`src/rtl/uart_pkg.sv`:
```
// Shared UART definitions: parity mode constants and the receiver state encoding.
package uart_pkg;

    localparam int PARITY_NONE = 0;
    localparam int PARITY_ODD  = 1;
    localparam int PARITY_EVEN = 2;

    typedef enum logic [2:0] {
        ST_SYNC,
        ST_IDLE,
        ST_START,
        ST_DATA,
        ST_PARITY,
        ST_STOP,
        ST_DONE
    } uart_state_t;

endpackage

```
`src/rtl/uart_bit_timer.sv`:
```
// Free-running bit-period counter with load, half-bit/full-bit ticks and a raw wrap strobe.
// TICK_OFFSET delays both ticks by that many counts so a decision can follow a sampling window.
module uart_bit_timer #(
    parameter int CLK_DIV     = 5000,
    parameter int TICK_OFFSET = 0,
    localparam int CW         = $clog2(CLK_DIV)
) (
    input  logic          clk,
    input  logic          res,
    input  logic          clr,
    input  logic [CW-1:0] clr_val,
    output logic          half_tick,
    output logic          full_tick,
    output logic          wrap
);

    localparam logic [CW-1:0] LAST_CNT = CW'(CLK_DIV - 1);
    localparam logic [CW-1:0] HALF_AT  = CW'((CLK_DIV / 2 - 1 + TICK_OFFSET) % CLK_DIV);
    localparam logic [CW-1:0] FULL_AT  = CW'((CLK_DIV - 1 + TICK_OFFSET) % CLK_DIV);

    logic [CW-1:0] cnt_reg;

    always_ff @(posedge clk) begin
        if (res) begin
            cnt_reg <= '0;
        end else if (clr) begin
            cnt_reg <= clr_val;
        end else if (cnt_reg == LAST_CNT) begin
            cnt_reg <= '0;
        end else begin
            cnt_reg <= cnt_reg + CW'(1);
        end
    end

    assign half_tick = (cnt_reg == HALF_AT);
    assign full_tick = (cnt_reg == FULL_AT);
    assign wrap      = (cnt_reg == LAST_CNT);

endmodule

```
`src/rtl/uart_rx_param.sv`:
```
// Parametrised UART receiver with line qualification, false-start rejection and error flags.
// Define RX_MAJORITY_EN to take each bit as the 2-of-3 majority around its centre count.
module uart_rx_param
    import uart_pkg::*;
#(
    parameter int CLK_DIV     = 5000,
    parameter int DATA_BITS   = 8,
    parameter int PARITY_MODE = 0,
    parameter int STOP_BITS   = 1,
    parameter int IDLE_BITS   = 12
) (
    input  logic                 clk,
    input  logic                 res,
    input  logic                 rx,
    output logic [DATA_BITS-1:0] data_out,
    output logic                 data_valid,
    input  logic                 data_ready,
    output logic                 parity_err,
    output logic                 frame_err,
    output logic                 overrun_err
);

`ifdef RX_MAJORITY_EN
    localparam int MAJ = 1;
`else
    localparam int MAJ = 0;
`endif
    localparam int CW = $clog2(CLK_DIV);
    localparam int BW = 4;
    localparam int IW = $clog2(IDLE_BITS + 1);

    uart_state_t state_reg, state_next;

    logic                 rx_meta_reg, rx_s_reg, rx_s_d_reg;
    logic                 fall_edge, bit_sample;
    logic                 half_tick, full_tick, wrap;
    logic                 timer_clr;
    logic [CW-1:0]        timer_clr_val;
    logic                 idle_clr, idle_inc, frame_start;
    logic                 shift_en, par_en, stop_en, bit_cnt_clr, done;
    logic [IW-1:0]        idle_cnt_reg;
    logic [BW-1:0]        bit_cnt_reg;
    logic [DATA_BITS-1:0] shift_reg;
    logic                 rx_parity_bad_reg, rx_stop_bad_reg;
    logic [DATA_BITS-1:0] data_out_reg;
    logic                 data_valid_reg, parity_err_reg, frame_err_reg, overrun_reg;
    logic                 load_word;

    always_ff @(posedge clk) begin
        if (res) begin
            rx_meta_reg <= 1'b1;
            rx_s_reg    <= 1'b1;
            rx_s_d_reg  <= 1'b1;
        end else begin
            rx_meta_reg <= rx;
            rx_s_reg    <= rx_meta_reg;
            rx_s_d_reg  <= rx_s_reg;
        end
    end

    assign fall_edge = rx_s_d_reg & ~rx_s_reg;

`ifdef RX_MAJORITY_EN
    // hist_reg holds rx_s from one and two cycles back; decision is taken at centre+1.
    logic [1:0] hist_reg;

    always_ff @(posedge clk) begin
        if (res) begin
            hist_reg <= 2'b11;
        end else begin
            hist_reg <= {hist_reg[0], rx_s_reg};
        end
    end

    assign bit_sample = (hist_reg[1] & hist_reg[0]) | (hist_reg[1] & rx_s_reg) |
                        (hist_reg[0] & rx_s_reg);
`else
    assign bit_sample = rx_s_reg;
`endif

    uart_bit_timer #(
        .CLK_DIV     (CLK_DIV),
        .TICK_OFFSET (MAJ)
    ) u_timer (
        .clk       (clk),
        .res       (res),
        .clr       (timer_clr),
        .clr_val   (timer_clr_val),
        .half_tick (half_tick),
        .full_tick (full_tick),
        .wrap      (wrap)
    );

    always_ff @(posedge clk) begin
        if (res) begin
            state_reg <= ST_SYNC;
        end else begin
            state_reg <= state_next;
        end
    end

    always_comb begin
        state_next    = state_reg;
        timer_clr     = 1'b0;
        timer_clr_val = '0;
        idle_clr      = 1'b0;
        idle_inc      = 1'b0;
        frame_start   = 1'b0;
        shift_en      = 1'b0;
        par_en        = 1'b0;
        stop_en       = 1'b0;
        bit_cnt_clr   = 1'b0;
        done          = 1'b0;
        case (state_reg)
            ST_SYNC: begin
                if (!rx_s_reg) begin
                    idle_clr  = 1'b1;
                    timer_clr = 1'b1;
                end else if (wrap) begin
                    if (idle_cnt_reg == IW'(IDLE_BITS - 1)) begin
                        idle_clr   = 1'b1;
                        state_next = ST_IDLE;
                    end else begin
                        idle_inc = 1'b1;
                    end
                end
            end
            ST_IDLE: begin
                if (fall_edge) begin
                    timer_clr   = 1'b1;
                    frame_start = 1'b1;
                    state_next  = ST_START;
                end
            end
            ST_START: begin
                if (half_tick) begin
                    if (bit_sample) begin
                        state_next = ST_IDLE;
                    end else begin
                        // Majority decision lands one count late; preload keeps centres aligned.
                        timer_clr     = 1'b1;
                        timer_clr_val = CW'(MAJ);
                        state_next    = ST_DATA;
                    end
                end
            end
            ST_DATA: begin
                if (full_tick) begin
                    shift_en = 1'b1;
                    if (bit_cnt_reg == BW'(DATA_BITS - 1)) begin
                        bit_cnt_clr = 1'b1;
                        state_next  = (PARITY_MODE != PARITY_NONE) ? ST_PARITY : ST_STOP;
                    end
                end
            end
            ST_PARITY: begin
                if (full_tick) begin
                    par_en     = 1'b1;
                    state_next = ST_STOP;
                end
            end
            ST_STOP: begin
                if (full_tick) begin
                    stop_en = 1'b1;
                    if (bit_cnt_reg == BW'(STOP_BITS - 1)) begin
                        bit_cnt_clr = 1'b1;
                        state_next  = ST_DONE;
                    end
                end
            end
            ST_DONE: begin
                done = 1'b1;
                if (rx_stop_bad_reg) begin
                    timer_clr  = 1'b1;
                    state_next = ST_SYNC;
                end else begin
                    state_next = ST_IDLE;
                end
            end
            default: state_next = ST_SYNC;
        endcase
    end

    always_ff @(posedge clk) begin
        if (res) begin
            idle_cnt_reg      <= '0;
            bit_cnt_reg       <= '0;
            shift_reg         <= '0;
            rx_parity_bad_reg <= 1'b0;
            rx_stop_bad_reg   <= 1'b0;
        end else begin
            if (idle_clr || state_reg != ST_SYNC) begin
                idle_cnt_reg <= '0;
            end else if (idle_inc) begin
                idle_cnt_reg <= idle_cnt_reg + IW'(1);
            end
            if (bit_cnt_clr || frame_start) begin
                bit_cnt_reg <= '0;
            end else if (shift_en || stop_en) begin
                bit_cnt_reg <= bit_cnt_reg + BW'(1);
            end
            if (frame_start) begin
                rx_parity_bad_reg <= 1'b0;
                rx_stop_bad_reg   <= 1'b0;
            end
            if (shift_en) begin
                shift_reg <= {bit_sample, shift_reg[DATA_BITS-1:1]};
            end
            if (par_en) begin
                rx_parity_bad_reg <= ((^shift_reg) ^ bit_sample) != (PARITY_MODE == PARITY_ODD);
            end
            if (stop_en && !bit_sample) begin
                rx_stop_bad_reg <= 1'b1;
            end
        end
    end

    // A finished word is only taken if the output slot is empty or being emptied now.
    assign load_word = done & (~data_valid_reg | data_ready);

    always_ff @(posedge clk) begin
        if (res) begin
            data_out_reg   <= '0;
            data_valid_reg <= 1'b0;
            parity_err_reg <= 1'b0;
            frame_err_reg  <= 1'b0;
            overrun_reg    <= 1'b0;
        end else begin
            overrun_reg <= done & data_valid_reg & ~data_ready;
            if (load_word) begin
                data_out_reg   <= shift_reg;
                parity_err_reg <= rx_parity_bad_reg;
                frame_err_reg  <= rx_stop_bad_reg;
                data_valid_reg <= 1'b1;
            end else if (data_valid_reg && data_ready) begin
                data_valid_reg <= 1'b0;
            end
        end
    end

    assign data_out    = data_out_reg;
    assign data_valid  = data_valid_reg;
    assign parity_err  = parity_err_reg;
    assign frame_err   = frame_err_reg;
    assign overrun_err = overrun_reg;

endmodule

```
`config.mk`:
```
export PLATFORM = sky130hd
export DESIGN_NAME = uart_rx_param
export DESIGN_NICKNAME = d
export VERILOG_FILES = /design/src/rtl/uart_pkg.sv /design/src/rtl/uart_bit_timer.sv /design/src/rtl/uart_rx_param.sv
export SDC_FILE = /design/constraint.sdc
export NUM_CORES = 1
export LEC_CHECK = 0
export ABC_CLOCK_PERIOD_IN_PS = 1500
export CORE_UTILIZATION = 40
export DETAILED_ROUTE_END_ITERATION = 16
export GPL_TIMING_DRIVEN = 0
export PLACE_DENSITY_LB_ADDON = 0.2
export SKIP_CTS_REPAIR_TIMING = 1
export SLEW_MARGIN = 20
export SYNTH_ARGS = -nofsm -noshare
export SYNTH_HDL_FRONTEND = slang
export SYNTH_SLANG_ARGS = --single-unit
```
`constraint.sdc`:
```
create_clock -name clk -period 1.5 [get_ports clk]
set_input_delay 0.3 -clock clk [delete_from_list [all_inputs] [get_ports clk]]
set_output_delay 0.3 -clock clk [all_outputs]
set_load 0.03 [all_outputs]
```
After elaboration in Yosys (flattened, before gate mapping)
Index checks and enable logic that the tools add are counted.
{ "totals": {"regBits": 49, "latchBits": 0, "ram_bits": 0, "mem_bits_ro": 0, "output_inout_bits": 12, "n_memories": 0} }
{ "classes": {"n_addsub": 3, "mul": 0, "div": 0, "magnitude_cmp": 0, "eq_ne": 20, "shift": 0, "muxes": 42, "n_bitwise": 9, "n_reduce_logical": 17} }
{ "op_table": {"columns": ["op", "count"], "rows": [
  ["3-bit 2-to-1 mux", 10],
  ["1-bit 2-to-1 mux", 28],
  ["3-bit case mux with 7 select lines", 1],
  ["2-bit inequality test (second input constant)", 10],
  ["13-bit by 1-bit adder with 13-bit output (second input constant)", 1],
  ["13-bit by 12-bit == test with 1-bit output (second input constant)", 1],
  ["13-bit == test (second input constant)", 1],
  ["10-bit AND reduction", 1],
  ["3-bit == test (second input constant)", 3],
  ["4-bit by 1-bit adder with 4-bit output (second input constant)", 2],
  ["8-bit parity", 1],
  ["3-bit by 2-bit == test with 1-bit output (second input constant)", 2],
  ["2-bit nonzero test", 3],
  ["1-bit AND", 4],
  ["4-bit by 3-bit == test with 1-bit output (second input constant)", 1],
  ["4-bit == test (second input constant)", 1],
  ["4-bit zero test", 1],
  ["1-bit case mux with 4 select lines", 1],
  ["2-bit OR reduction", 2],
  ["3-bit by 1-bit == test with 1-bit output (second input constant)", 1],
  ["3-bit zero test", 1],
  ["1-bit logical OR", 3],
  ["1-bit inverter", 3],
  ["3-bit nonzero test", 1],
  ["7 further kinds", 8]
]} }

Depth between registers and ports, before layout
{ "depth": {"depth_word": 7, "depth_mapped": 7, "depth_no_buf": 7} }

By module
Synthesis repeated with hierarchy kept, for this count alone.
{ "unflattened": {"cells_unflattened": 276, "hier_area_um2": 2387.3} }
{ "by_module_without_submodules": {"columns": ["module", "instances", "cells_each", "area_each_um2", "seq_area_each_um2"], "rows": [
  ["uart_rx_param", 1, 189, 1675.4, 720.7],
  ["uart_bit_timer", 1, 87, 711.9, 260.2]
]} }

Least setup slack after synthesis
OpenSTA, ideal clock, no wires.
{ "synth_timing": {"path_kind": "reg2reg", "start": "register u_timer.cnt_reg[0]", "end": "register idle_cnt_reg[3]", "setup_time_ns": 0.070, "arrival_time_ns": 1.521, "t_required_ns": 1.430, "slack_ns": -0.091, "path_stages_with_launch": 7, "path_buffers": 1, "path_cell_list": "dfxtp_1 -> ha_1 -> nor2b_1 -> nand4_2 -> buf_6 -> or3_1 -> a21oi_1"} }
{ "synth_between": {"elab_chain_len": 6} }
{ "synth_rtl": {"columns": ["element", "line", "source"], "rows": [
  ["start, declared", "uart_bit_timer.sv:21", "logic [CW-1:0] cnt_reg;"],
  ["start signal, assigned", "uart_bit_timer.sv:27", "cnt_reg <= clr_val;"],
  ["start signal, assigned", "uart_bit_timer.sv:31", "cnt_reg <= cnt_reg + CW'(1);"],
  ["13-bit == test (*)", "uart_bit_timer.sv:37", "assign wrap = (cnt_reg == LAST_CNT);"],
  ["1-bit 2-to-1 mux", "uart_rx_param.sv:119", "end else if (wrap) begin"],
  ["1-bit 2-to-1 mux", "uart_rx_param.sv:116", "if (!rx_s_reg) begin"],
  ["1-bit 2-to-1 mux", "uart_rx_param.sv:114", "case (state_reg)"],
  ["1-bit logical OR", "uart_rx_param.sv:192", "if (idle_clr || state_reg != ST_SYNC) begin"],
  ["2-bit OR reduction (no source line)", null, null],
  ["end signal, assigned", "uart_rx_param.sv:195", "idle_cnt_reg <= idle_cnt_reg + IW'(1);"],
  ["end, declared", "uart_rx_param.sv:41", "logic [IW-1:0] idle_cnt_reg;"]
]} }
Every way passes the cells marked *; elsewhere a longest branch is shown, timed or not.
A chain may end at the register's enable or synchronous reset.

Worst setup path after layout
{ "layout_timing": {"start": "register u_timer.cnt_reg[5]", "end": "register idle_cnt_reg[2]"} }
The elaborated chain is that of the path after synthesis.

==> results.toml <==
[power]
power_leakage_uw = 0.00120
p_total_uw = 2230
power_density_nw_per_um2 = 744
worst_ir_drop_vdd_mv = 0.512

[yosys]
synth_cell_types = 42
synth_top_cell_area_share_pct = 42.7
synth-async-reset-ratio_pct = 0
synthFlopType = "dfxtp_1"
ys_ff_latch = 49
synth_top_cell_by_area = "dfxtp_1"
ys.warnings.count = 0
synthTopCellsByArea = "dfxtp_1 43%, nor2_1 5.9%, xnor2_1 5.0%, mux2i_1 4.8%, nand2_1 4.4%"
synth-edff-count = 0
syn-cell-area_sq_um = 2300
synth-seq-area-share_pct = 42.7
synth_fp_nets = 275
avgSynthCellArea_sq_um = 8.60
synthCells = 267

[sta]
slew_viol_final = 0
max_freq_ghz = 0.609
slew_headroom_pct = 72.4
hold_viol_final = 0
finalCritPeriodShare_pct = 110
fin_ws_ps = -143
period_minus_slack_ps = 1640
setup_viol = 26
rsz0062_at_grt = "yes"
max_slew.worst_pin.slew_ps = 413
skew_ps = 5.93
whs_ps = 437

[die]
die-area_sq_um = 6050
die_h_microns = 77.8
core_area_sq_um = 5510
row_count = 27
start_util_pct = 41.7
io_pins = 16
die_w_microns = 77.8

[placement]
portBuffers = 15
hpwlAfterDp_mm = 3.16
place_ws_ps = -414
place_congestion = 0.824

[cts]
cts_htree_levels = 2
cts_root_buf = "clkbuf_8"
cts_sinks = 49
worst_skew_pair.late_latency_ps = 310
cts_tree = "yes"
cts_made_buffers = 5
path_clk_slew_ps = 100
cts_buffer_depth = 2

[drt]
drt-met1-wl_mm = 2.33
wl_per_cell_microns = 13.1
routed-via-count = 1900
drc = 0
finalWirelength_mm = 4.86
ant_nets = 0
dr.pass1.iters = 4
dr_wl_met2_mm = 2.28
highest_layer = "met4"
dr_wl_met3_microns = 151
drt-initial-drc-count = 77
routed_via_density = 5.12

[worst_setup_path]
cp_top_family = "simple AND/OR/NAND/NOR gates"
worst-path-max-fanout = 3
rrSetupSlack_ps = -140
worstReg2RegEnd = "idle_cnt_reg[2]"
r2r_start = "u_timer.cnt_reg[5]"
worst-setup-path-type = "register to register"
crit_arrival_ps = 1850
cp-end-kind = "register"
max_stage_delay_ps = 380
path_cells = "nor4b_4 -> buf_4 -> and4_4 -> buf_6 -> nand2_1 -> mux2i_1 -> nor2_1"
slowest_stage = "nor4b_4"
crit_buf_inv = 2
cp-start-kind = "register"
reg2reg_depth = 7
required_ps = 1700

[grt]
globalRoute.totalOverflow = 0
antenna_found_initial = 0
grt_first_pass_wirelength_mm = 7.73
grt_start_max_net_pins = 18
grt_pass1_vias = 1686
track_usage_pct = 16.0

[worst_hold_path]
hp-class = "register to register"
min_to = "bit_sample"
holdCritStartpoint = "rx_meta_reg"
holdPathStages = 1

[layout]
layout.nets = 306
syn_to_final_growth_pct = 30.4
antenna_cells = 0
largest_reg_flops = 13
drive_above_1_share_pct = 26.4

[run]
drv_cap = 0

[status]
outcome = "finished with violations"
violations = "setup timing"
[cell usage after synthesis, drive strengths merged, types with 5 or more instances]
| library cell | count |
|---|---|
| nand3 | 10 |
| buf | 8 |
| inv | 10 |
| xnor2 | 13 |
| a21oi | 20 |
| nor3 | 7 |
| mux2i | 11 |
| nor2b | 7 |
| nand2 | 27 |
| nor2 | 37 |
| dfxtp | 49 |
| nand4 | 5 |
| o21ai | 14 |
| xor2 | 7 |
[area by class of cell]
cell class | instances | area, sq um
fill | 501 | 2510
timing repair buffer | 23 | 255
inverter | 10 | 37.5
buffer | 11 | 87.6
clock inverter | 3 | 26.3
tap | 72 | 90.1
clock buffer | 5 | 68.8
multi-input combinational | 198 | 1430
sequential | 49 | 1000
[power by group]
group	leakage (uW)	switching, uW	internal [uW]
registers	0.000402	7.96	1300
clock network	0.0000423	482	340
logic	0.000754	52.4	44.6
total	0.00120	543	1690
[how the worst max path moves through the flow]
stage / slack [ps] / start / depth (start not counted) / endpoint
global route: -200 / u_timer.cnt_reg[2] / 6 / u_timer.cnt_reg[9]
global placement: -380 / res / 4 / data_out[6]
CTS: -250 / u_timer.cnt_reg[0] / 7 / bit_cnt_reg[0]
floorplan: -10 / u_timer.cnt_reg[0] / 6 / idle_cnt_reg[3]
detailed placement: -410 / res / 4 / data_out[3]
finish: -140 / u_timer.cnt_reg[5] / 7 / idle_cnt_reg[2]
[per-layer routing]
metal / vias up / global-route usage, %
li1: 978 / -
met2: 30 / 25.5
met1: 882 / 20.5
met5: - / 0
met3: 10 / 3.76
met4: 0 / 6.98
[placed cells by master, fill, tap and decap left out, types with 7 or more instances in the layout]
| cell type | n |
|---|---|
| nand3_1 | 9 |
| dlymetal6s2s_1 | 12 |
| a21oi_1 | 13 |
| mux2i_1 | 11 |
| xnor2_1 | 13 |
| nand2_1 | 25 |
| o21ai_0 | 11 |
| nor2_1 | 34 |
| dfxtp_2 | 7 |
| inv_1 | 8 |
| dfxtp_1 | 38 |
| a21oi_2 | 7 |
[cells by family after synthesis]
group | share of synthesized area [%]
XOR/XNOR | 7.63
flip-flops | 42.7
buffers and inverters | 4.08
adder cells (fa/ha/maj) | 2.18
multiplexers | 5.28
AND/OR/NAND/NOR | 25.9
AO/OA/AOI/OAI | 12.2
[metrics by stage]
stage	instances	TNS, ps	utilization [%]	area, sq um
finish	371	-2180	54.4	3000
global route	371	-4430	54.4	3000
CTS	362	-7850	48.0	2640
detailed placement	354	-14500	46.3	2550
global placement	354	-13420	46.3	2550
floorplan	267	-14.5	-	2310
Note: power is estimated with default switching activity, not from simulation.
